<file path="config.mk">
export PLATFORM = sky130hd
export DESIGN_NAME = change_dispenser
export DESIGN_NICKNAME = d
export VERILOG_FILES = /design/src/rtl/change_dispenser.sv
export SDC_FILE = /design/constraint.sdc
export NUM_CORES = 1
export LEC_CHECK = 0
export ABC_AREA = 1
export CAP_MARGIN = 5
export CORE_ASPECT_RATIO = 0.7
export CORE_MARGIN = 1
export CORE_UTILIZATION = 55
export CTS_BUF_LIST = sky130_fd_sc_hd__clkbuf_4
export DETAILED_ROUTE_END_ITERATION = 10
export GPL_ROUTABILITY_DRIVEN = 0
export PLACE_DENSITY = 0.8
export SETUP_SLACK_MARGIN = 0.3
export SLEW_MARGIN = 0
export SYNTH_ARGS = -nofsm -noshare
export SYNTH_HDL_FRONTEND = slang
export SYNTH_SLANG_ARGS = --single-unit
export TNS_END_PERCENT = 50
</file>
<file path="constraint.sdc">
create_clock -name clk -period 2.3 [get_ports clk]
set_input_delay 0.46 -clock clk [delete_from_list [all_inputs] [get_ports clk]]
set_output_delay 0.46 -clock clk [all_outputs]
set_load 0.01 [all_outputs]
</file>
<file path="src/rtl/change_dispenser.sv">
// Purpose : vending-machine change dispenser; dispenses the selected item, then pays change greedily in 20/10/5 coins.
// Latency : transaction starts the cycle after an end_trans rise in IDLE; each item/coin request holds until acknowledged.
// Backpr. : item_req/coin_req are held until item_ack/coin_ack; new end_trans rises are ignored while busy.
//
// Ports:
//   clk, reset_n (async, active-low)
//   end_trans, sum_money[7:0], price[7:0], item_select[1:0]  transaction request from the vending controller
//   restock                                                 reload stock counters (IDLE only)
//   item_req/item_id[1:0]/item_ack                          dispenser motor handshake
//   coin_req/coin_sel[1:0]/coin_ack                         coin hopper handshake (01=5, 10=10, 11=20)
//   done, refunded, short_change[2:0]                       completion pulse and its result
//   busy, stock_empty[3:0]                                  status decoded from registers
//
// Optional feature: define DISPENSE_TIMEOUT_EN to abandon DISPENSE after TIMEOUT_CYC cycles without
// item_ack; the item is then treated as unavailable and the full sum is refunded.

module change_dispenser #(
    parameter int TIMEOUT_CYC = 16
) (
    input  logic       clk,
    input  logic       reset_n,
    input  logic       end_trans,
    input  logic [7:0] sum_money,
    input  logic [7:0] price,
    input  logic [1:0] item_select,
    input  logic       restock,
    input  logic       item_ack,
    input  logic       coin_ack,
    output logic       item_req,
    output logic [1:0] item_id,
    output logic       coin_req,
    output logic [1:0] coin_sel,
    output logic       done,
    output logic       refunded,
    output logic [2:0] short_change,
    output logic       busy,
    output logic [3:0] stock_empty
);

    typedef enum logic [2:0] {
        IDLE      = 3'd0,
        CHECK     = 3'd1,
        DISPENSE  = 3'd2,
        CHANGE    = 3'd3,
        WAIT_COIN = 3'd4,
        DONE      = 3'd5
    } state_t;

    // Initial stock after reset or restock, items 0..3.
    localparam logic [2:0] STOCK0 = 3'd7;
    localparam logic [2:0] STOCK1 = 3'd5;
    localparam logic [2:0] STOCK2 = 3'd3;
    localparam logic [2:0] STOCK3 = 3'd0;

    state_t     state_q, state_d;
    logic       end_trans_prev_q, end_trans_prev_d;   // end_trans delayed one cycle, for edge detect
    logic [7:0] sum_q, sum_d;
    logic [7:0] price_q, price_d;
    logic [1:0] item_q, item_d;
    logic [7:0] change_q, change_d;
    logic       refund_q, refund_d;
    logic [2:0] stock_q [4];
    logic [2:0] stock_d [4];

    logic       item_req_q, item_req_d;
    logic [1:0] item_id_q, item_id_d;
    logic       coin_req_q, coin_req_d;
    logic [1:0] coin_sel_q, coin_sel_d;
    logic       done_q, done_d;
    logic       refunded_q, refunded_d;
    logic [2:0] short_change_q, short_change_d;

    logic [7:0] coin_val;

`ifdef DISPENSE_TIMEOUT_EN
    localparam int TW = $clog2(TIMEOUT_CYC + 1);
    logic [TW-1:0] tmo_q, tmo_d;
`endif

    // Value of the coin currently being ejected.
    always_comb begin
        coin_val = 8'd0;
        case (coin_sel_q)
            2'b01:   coin_val = 8'd5;
            2'b10:   coin_val = 8'd10;
            2'b11:   coin_val = 8'd20;
            default: coin_val = 8'd0;
        endcase
    end

    always_comb begin
        state_d          = state_q;
        end_trans_prev_d = end_trans;
        sum_d            = sum_q;
        price_d          = price_q;
        item_d           = item_q;
        change_d         = change_q;
        refund_d         = refund_q;
        stock_d          = stock_q;
        item_req_d       = item_req_q;
        item_id_d        = item_id_q;
        coin_req_d       = coin_req_q;
        coin_sel_d       = coin_sel_q;
        done_d           = 1'b0;
        refunded_d       = refunded_q;
        short_change_d   = short_change_q;
`ifdef DISPENSE_TIMEOUT_EN
        tmo_d            = '0;
`endif

        case (state_q)
            IDLE: begin
                if (restock) begin
                    stock_d[0] = STOCK0;
                    stock_d[1] = STOCK1;
                    stock_d[2] = STOCK2;
                    stock_d[3] = STOCK3;
                end
                if (end_trans && !end_trans_prev_q) begin
                    sum_d   = sum_money;
                    price_d = price;
                    item_d  = item_select;
                    state_d = CHECK;
                end
            end

            CHECK: begin
                // Out of stock or underpaid: refund everything. This also keeps stock from underflowing.
                if (stock_q[item_q] == 3'd0 || sum_q < price_q) begin
                    change_d = sum_q;
                    refund_d = 1'b1;
                    state_d  = CHANGE;
                end else begin
                    change_d   = sum_q - price_q;
                    refund_d   = 1'b0;
                    item_req_d = 1'b1;
                    item_id_d  = item_q;
                    state_d    = DISPENSE;
                end
            end

            DISPENSE: begin
                if (item_ack) begin
                    stock_d[item_q] = stock_q[item_q] - 3'd1;
                    item_req_d      = 1'b0;
                    item_id_d       = 2'd0;
                    state_d         = CHANGE;
                end
`ifdef DISPENSE_TIMEOUT_EN
                else if (tmo_q == TW'(TIMEOUT_CYC - 1)) begin
                    // Motor never answered: the item was not delivered, so refund in full.
                    item_req_d = 1'b0;
                    item_id_d  = 2'd0;
                    change_d   = sum_q;
                    refund_d   = 1'b1;
                    state_d    = CHANGE;
                end else begin
                    tmo_d = tmo_q + TW'(1);
                end
`endif
            end

            CHANGE: begin
                if (change_q >= 8'd20) begin
                    coin_req_d = 1'b1;
                    coin_sel_d = 2'b11;
                    state_d    = WAIT_COIN;
                end else if (change_q >= 8'd10) begin
                    coin_req_d = 1'b1;
                    coin_sel_d = 2'b10;
                    state_d    = WAIT_COIN;
                end else if (change_q >= 8'd5) begin
                    coin_req_d = 1'b1;
                    coin_sel_d = 2'b01;
                    state_d    = WAIT_COIN;
                end else begin
                    done_d         = 1'b1;
                    short_change_d = change_q[2:0];
                    refunded_d     = refund_q;
                    state_d        = DONE;
                end
            end

            WAIT_COIN: begin
                if (coin_ack) begin
                    change_d   = change_q - coin_val;
                    coin_req_d = 1'b0;
                    coin_sel_d = 2'b00;
                    state_d    = CHANGE;
                end
            end

            DONE: begin
                state_d = IDLE;
            end

            default: begin
                state_d = IDLE;
            end
        endcase
    end

    always_ff @(posedge clk or negedge reset_n) begin
        if (!reset_n) begin
            state_q          <= IDLE;
            end_trans_prev_q <= 1'b0;
            sum_q            <= 8'd0;
            price_q          <= 8'd0;
            item_q           <= 2'd0;
            change_q         <= 8'd0;
            refund_q         <= 1'b0;
            stock_q[0]       <= STOCK0;
            stock_q[1]       <= STOCK1;
            stock_q[2]       <= STOCK2;
            stock_q[3]       <= STOCK3;
            item_req_q       <= 1'b0;
            item_id_q        <= 2'd0;
            coin_req_q       <= 1'b0;
            coin_sel_q       <= 2'd0;
            done_q           <= 1'b0;
            refunded_q       <= 1'b0;
            short_change_q   <= 3'd0;
`ifdef DISPENSE_TIMEOUT_EN
            tmo_q            <= '0;
`endif
        end else begin
            state_q          <= state_d;
            end_trans_prev_q <= end_trans_prev_d;
            sum_q            <= sum_d;
            price_q          <= price_d;
            item_q           <= item_d;
            change_q         <= change_d;
            refund_q         <= refund_d;
            stock_q          <= stock_d;
            item_req_q       <= item_req_d;
            item_id_q        <= item_id_d;
            coin_req_q       <= coin_req_d;
            coin_sel_q       <= coin_sel_d;
            done_q           <= done_d;
            refunded_q       <= refunded_d;
            short_change_q   <= short_change_d;
`ifdef DISPENSE_TIMEOUT_EN
            tmo_q            <= tmo_d;
`endif
        end
    end

    assign item_req     = item_req_q;
    assign item_id      = item_id_q;
    assign coin_req     = coin_req_q;
    assign coin_sel     = coin_sel_q;
    assign done         = done_q;
    assign refunded     = refunded_q;
    assign short_change = short_change_q;
    assign busy         = (state_q != IDLE);

    always_comb begin
        for (int i = 0; i < 4; i++) begin
            stock_empty[i] = (stock_q[i] == 3'd0);
        end
    end

endmodule

</file>
Word-level counts from Yosys, hierarchy flattened
Index checks and enable logic that the tools add are counted.
Storage, ports and cells
  bits in registers: 54
  input port bits: 24
  logic and storage cells: 108
Operators by class
  $add $sub $neg: 3
  order comparisons: 6
  eq/ne operators: 13
  multiplexer cells: 42
  bitwise gates (word level): 4
  reductions and logical operators: 22
Operators with widths (number)
  $mux 12: 2
  $pmux 12 s2: 1
  $logic_not 3->1: 6
  $mux 3: 6
  $mux 8: 2
  $pmux 8 s2: 1
  $sub 8x8->8: 2
  $mux 1: 15
  $pmux 3 s5: 1
  $pmux 5 s3: 1
  $bwmux 12: 1
  $mux 2: 6
  $reduce_and 3->1: 4
  $ne 2x2->1 const B: 5
  $ge 8x3->1 const B: 1
  $ge 8x4->1 const B: 1
  $ge 8x5->1 const B: 1
  $lt 8x8->1: 1
  $pmux 2 s2: 2
  $reduce_bool 2->1: 4
  $bmux 3 s2: 1
  $demux 3 s2: 1
  $eq 3x2->1 const B: 2
  $eq 2x2->1 const B: 2
  16 further kinds: 21

Longest topological paths before layout
Gate-level depths: netlist (run 1).
  word-level depth: 8
  gate-level depth with buffers: 15

Least setup slack after synthesis (run 1)
No wires, ideal clock.
  path type: register -> register
  from: reg item_q[1]
  to: reg item_id_q[0] (netlist: item_id[0])
  library setup time: 127 ps
  arrival: 1773 ps
  required time: 2173 ps
  path slack: 400 ps
  stages on the path, launching flop included: 14
  path buffers: 1
  cells stage by stage: dfrtp_1 nor2_1 nand2_1 o21ai_0 nor3_1 ha_1 ha_1 inv_1 nand2_1 buf_4 nand2_1 nand3_1 nand2_1 o21ai_0
Between the ends
  cells in the longest elaborated chain, start to end: 8
Ends and longest elaborated chain
  start: declaration: line 59  | logic [1:0] item_q, item_d;
  start signal: assignment: line 231  | item_q <= item_d;
  $not 2->3 (not written as such): line 129  | if (stock_q[item_q] == 3'd0 || sum_q < price_q) begin
  $bmux 3 s2: line 129
  $mux 3 (not written as such) (2 in a row): line 129
  $logic_not 3->1: line 129
  $logic_or 1x1->1: line 129
  $ne 2x2->1 (no line)
  $reduce_and 3->1 (no line)
  end signal: assignment: line 236  | item_id_q <= item_id_d;
  end: declaration: line 66  | logic [1:0] item_id_q, item_id_d;
Every way passes these cells. The select of a mux whose other input is x is not followed.
A chain may end at the register's enable or synchronous reset.

Worst setup path after layout (run 1)
  from: reg item_q[1]
  to: reg change_q[3]
Between the ends
  cells in the longest elaborated chain, start to end: 8
Ends and longest elaborated chain
  $not 2->3 (not written as such): line 129
  $bmux 3 s2: line 129
  $mux 3 (not written as such) (2 in a row): line 129
  $logic_not 3->1: line 129
  $logic_or 1x1->1: line 129
  $mux 8: line 129
  $pmux 8 s2: line 111  | case (state_q)
  end signal: assignment: line 232  | change_q <= change_d;
  end: declaration: line 60  | logic [7:0] change_q, change_d;
Every way passes these cells. The select of a mux whose other input is x is not followed.

==> impl_results.md, run 1 <==
* Status: complete, no violations
* Critical setup path kind: register to register
* Psw at 3327 µW
* Post-DR vias/cell at 5.248
* Dominant cell type by area after synthesis: dfrtp_1
* Flops & latches, synth at 54
* Vias in the first global route at approximately 2,700
* Yosys top cell area share at 35.91%
* Clk slew on worst S/H paths at between 150 and 200 ps
* Synthesis Warnings at 0
* Grt total ovfl at 0
* # rows at 23
* Worst hold path class: input port to asynchronous set/reset pin
* Hold_buf cts at 0
* Post-synth top flop: dfrtp_1
* Setup repair after global routing missed its margin: true
* Clock Sinks at 54
* Die Y-Extent at between 60 and 70 µm
* TritonCTS clock tree: yes
* Synth top area cells: dfrtp_1 (36%), nand2_1 (14%), inv_1 (8.4%)
* Buffer depth of the longest clock path at 2
* Req. time, crit path at approximately 2600 ps
* Core ar. at roughly 0.0057 mm²
* IO Pins at 40
* Htree depth at 2
* Most common cell after layout, fill and taps aside: nand2_1
* Clock power frac at under 10%
* Internal power at approximately 3300 µW
* Max-slew violation count at 0
* Ys async rst share at 100.0%
* Final setup violation count at 0
* CP startpoint kind: register
* First drt pass iteration count at 5
* Die area at roughly 0.0063 mm²
* Ratio of cells with drive above 1 in the final layout at ~18%
* Antenna-violating nets left at 0
* Final instance area at approximately 0.0041 mm²
* Final hold viol count at 0
* Final setup TNS at 0 ps
* Syn_area_per_cell at 7.428 µm²
* Synth-to-Final Area Change at 25.17%
* Fillers at about 430
* DR iter-0 viols at around 220
* Min cycle time layout at between 2000 and 2500 ps
* DR DRC count at 0
* Mapped Cells at 441
* Max IR drop VDD at ~700 µV
* Reg-to-Reg Start: item_q[1]
* Nets@finish at 538
* Syn_nets at around 480
* Skew final at roughly 15 ps
* Placed cell area at roughly 0.0038 mm²
* Wirelength, routed at around 7800 µm
* Sequential cell area fraction in the yosys report at 41.52%
* Largest net degree at the start of global routing at 34
* Slew HR at approximately 57%
* CP Capture Type: register
* Data arrival, critical path at between 2000 and 2500 ps
* Die width at 94.24 µm
* Port Buffers at 39
* Slew @ Worst Pin at 651.9 ps
* Total GRT Usage at a little over a quarter
* Power density over cell area at around 1600 mW/mm²
* Crit Path Max Fanout at 5
* Final period utilization at between 80% and 90%
* Synthesized area at roughly 0.0033 mm²
* Crit path cell chain: buf_6, nand2_8, o22ai_1, a221oi_1, ha_2, inv_2, buf_4, nand4_1, nand3_1, a21oi_1
* Pleak at around 0.0021 µW
* Wire length per cell at about 14 µm
* Initial antenna violation count at 0
* Inserted Diodes at 0
* CP peak stage delay at about 490 ps
* Buf/Inv on CP at 3
* Flop pwr share at between 20% and 30%
* Worst-skew pair later-pin latency at ~370 ps
* Number of synthesized flops with an enable pin at 0
* CP max stage cell: dfrtp_2
* Max-cap violations at 0
* Largest delay share family, worst path: compound AO/OA/AOI/OAI gates
* Comb pwr share at approximately two thirds
* Distinct cells, synth at 37
* Initial cell density of the core at between 50% and 60%
* HPWL Detailed at roughly 5500 µm
* Most frequent cells in the layout: nand2_1 (110), inv_1 (69), dfrtp_1 (44), nor2_1 (39), clkdlybuf4s50_1 (37)
* Fmax at ~500 MHz
* Root Driver: clkbuf_4
* Critical Path Start: item_q[1]
* Sw Share at between 40 and 50%
* Via count at between 3,000 and 4,000
* CTS Buf Count at 5
* First-pass GRT wire length at 12,550 µm
-- timing repair --
item,4_1_cts,5_1_grt
setup endpoints to repair,15,19
hold endpoints to repair,0,0
gates resized for setup,20,36
pin swaps,5,17
setup buffers,8,4
-- worst register-to-register path, delay by kind of cell, from the launching register on --
kind	cells	cell delay, ps
and+or+nand+nor	3	310
DFF	1	490
adders and majority gates	1	270
AOI/OAI and AO/OA	3	570
buffers and inverters	3	360
-- per-layer routing --
layer	global-route usage, %	up-vias	routed length, µm
li1	-	1518	-
met1	37.87	1379	3726
met2	40.40	96	3560
met3	4.110	14	379
met4	6.731	0	125
met5	0	-	0
-- registers in the layout, summed over array words and instances (netlist names) --
signal            flops
change_q              8
short_change          3
done                  1
sum_q                 8
item_q                2
refund_q              1
stock_q              12
coin_sel              2
price_q               8
end_trans_prev_q      1
coin_req              1
item_id               2
refunded              1
state_q               3
item_req              1
-- synthesized netlist by cell type (all sizes together), types with 2 or more instances --
library cell	instances
nand2	120
inv	79
dfrtp	47
nor2	44
a21oi	34
nand3	29
o21ai	21
ha	15
nor3	8
dfstp	7
nand4	5
o22ai	5
buf	4
clkbuf	3
mux2	3
a221oi	2
fa	2
o21bai	2
or2	2
xor2	2
-- kinds of logic (layout without fill, tap and decap cells) --
family | after synthesis | count (layout) | synth area share (%)
compound gates | 69 | 69 | 12.03
xor+xnor | 3 | 3 | 0.8023
fa+ha+maj | 17 | 17 | 6.952
buf+inv | 86 | 143 | 10.16
flops | 54 | 54 | 41.52
mux | 3 | 3 | 1.031
simple gates | 209 | 209 | 27.50
-- path summary, 6_finish.rpt --
| kind | end | depth (start not counted) | slack, ps |
|---|---|---|---|
| setup reg to reg | change_q[3] | 10 | 260 |
| hold / removal | item_id[1] | 1 | 90 |
| max in group asynchronous | state_q[1] | 2 | 1550 |
| hold reg to reg | short_change[0] | 2 | 500 |
| setup / recovery | change_q[3] | 10 | 260 |
| min in group clk | short_change[0] | 2 | 500 |
-- metrics by stage --
stage,cells,power [µW],hold WS [ps],setup slack (ps),util (%)
CTS,569,6093,98.86,280.4,68.60
global route,573,7322,104.1,190.0,71.60
finish,573,6668,94.70,255.5,71.60
floorplan,441,4419,164.4,400.2,-
detailed placement,553,5335,472.6,28.74,65.59
global placement,553,5218,466.5,116.2,65.59
-- cell type report --
cell class,count,area [µm²],area share (%)
well taps,75,93.84,2.289
inverters,79,304.0,7.415
clock buffers,5,37.54,0.9155
repair buffers,56,535.5,13.06
flip-flops and latches,54,1364,33.26
multi-input cells,301,1749,42.66
clock inverters,3,16.27,0.3967
-- power by group through the flow --
stage / Sequential, µW / Combinational [µW] / Clock [µW]
finish: 1730 / 4520 / 409
detailed placement: 1700 / 3630 / 0
global route: 1780 / 5090 / 456
CTS: 1690 / 3980 / 425
global placement: 1690 / 3530 / 0
floorplan: 1640 / 2780 / 0
(Power assumes the default switching activity.)
==> inputs of run 2 (changes only) <==
--- a/config.mk
+++ b/config.mk
@@ -12,7 +12,6 @@
 export CORE_UTILIZATION = 55
 export CTS_BUF_LIST = sky130_fd_sc_hd__clkbuf_4
 export DETAILED_ROUTE_END_ITERATION = 10
-export GPL_ROUTABILITY_DRIVEN = 0
 export PLACE_DENSITY = 0.8
 export SETUP_SLACK_MARGIN = 0.3
 export SLEW_MARGIN = 0
==> results of run 2 <==
Same layout as run 1: the final DEF is identical, and so are final timing and power.
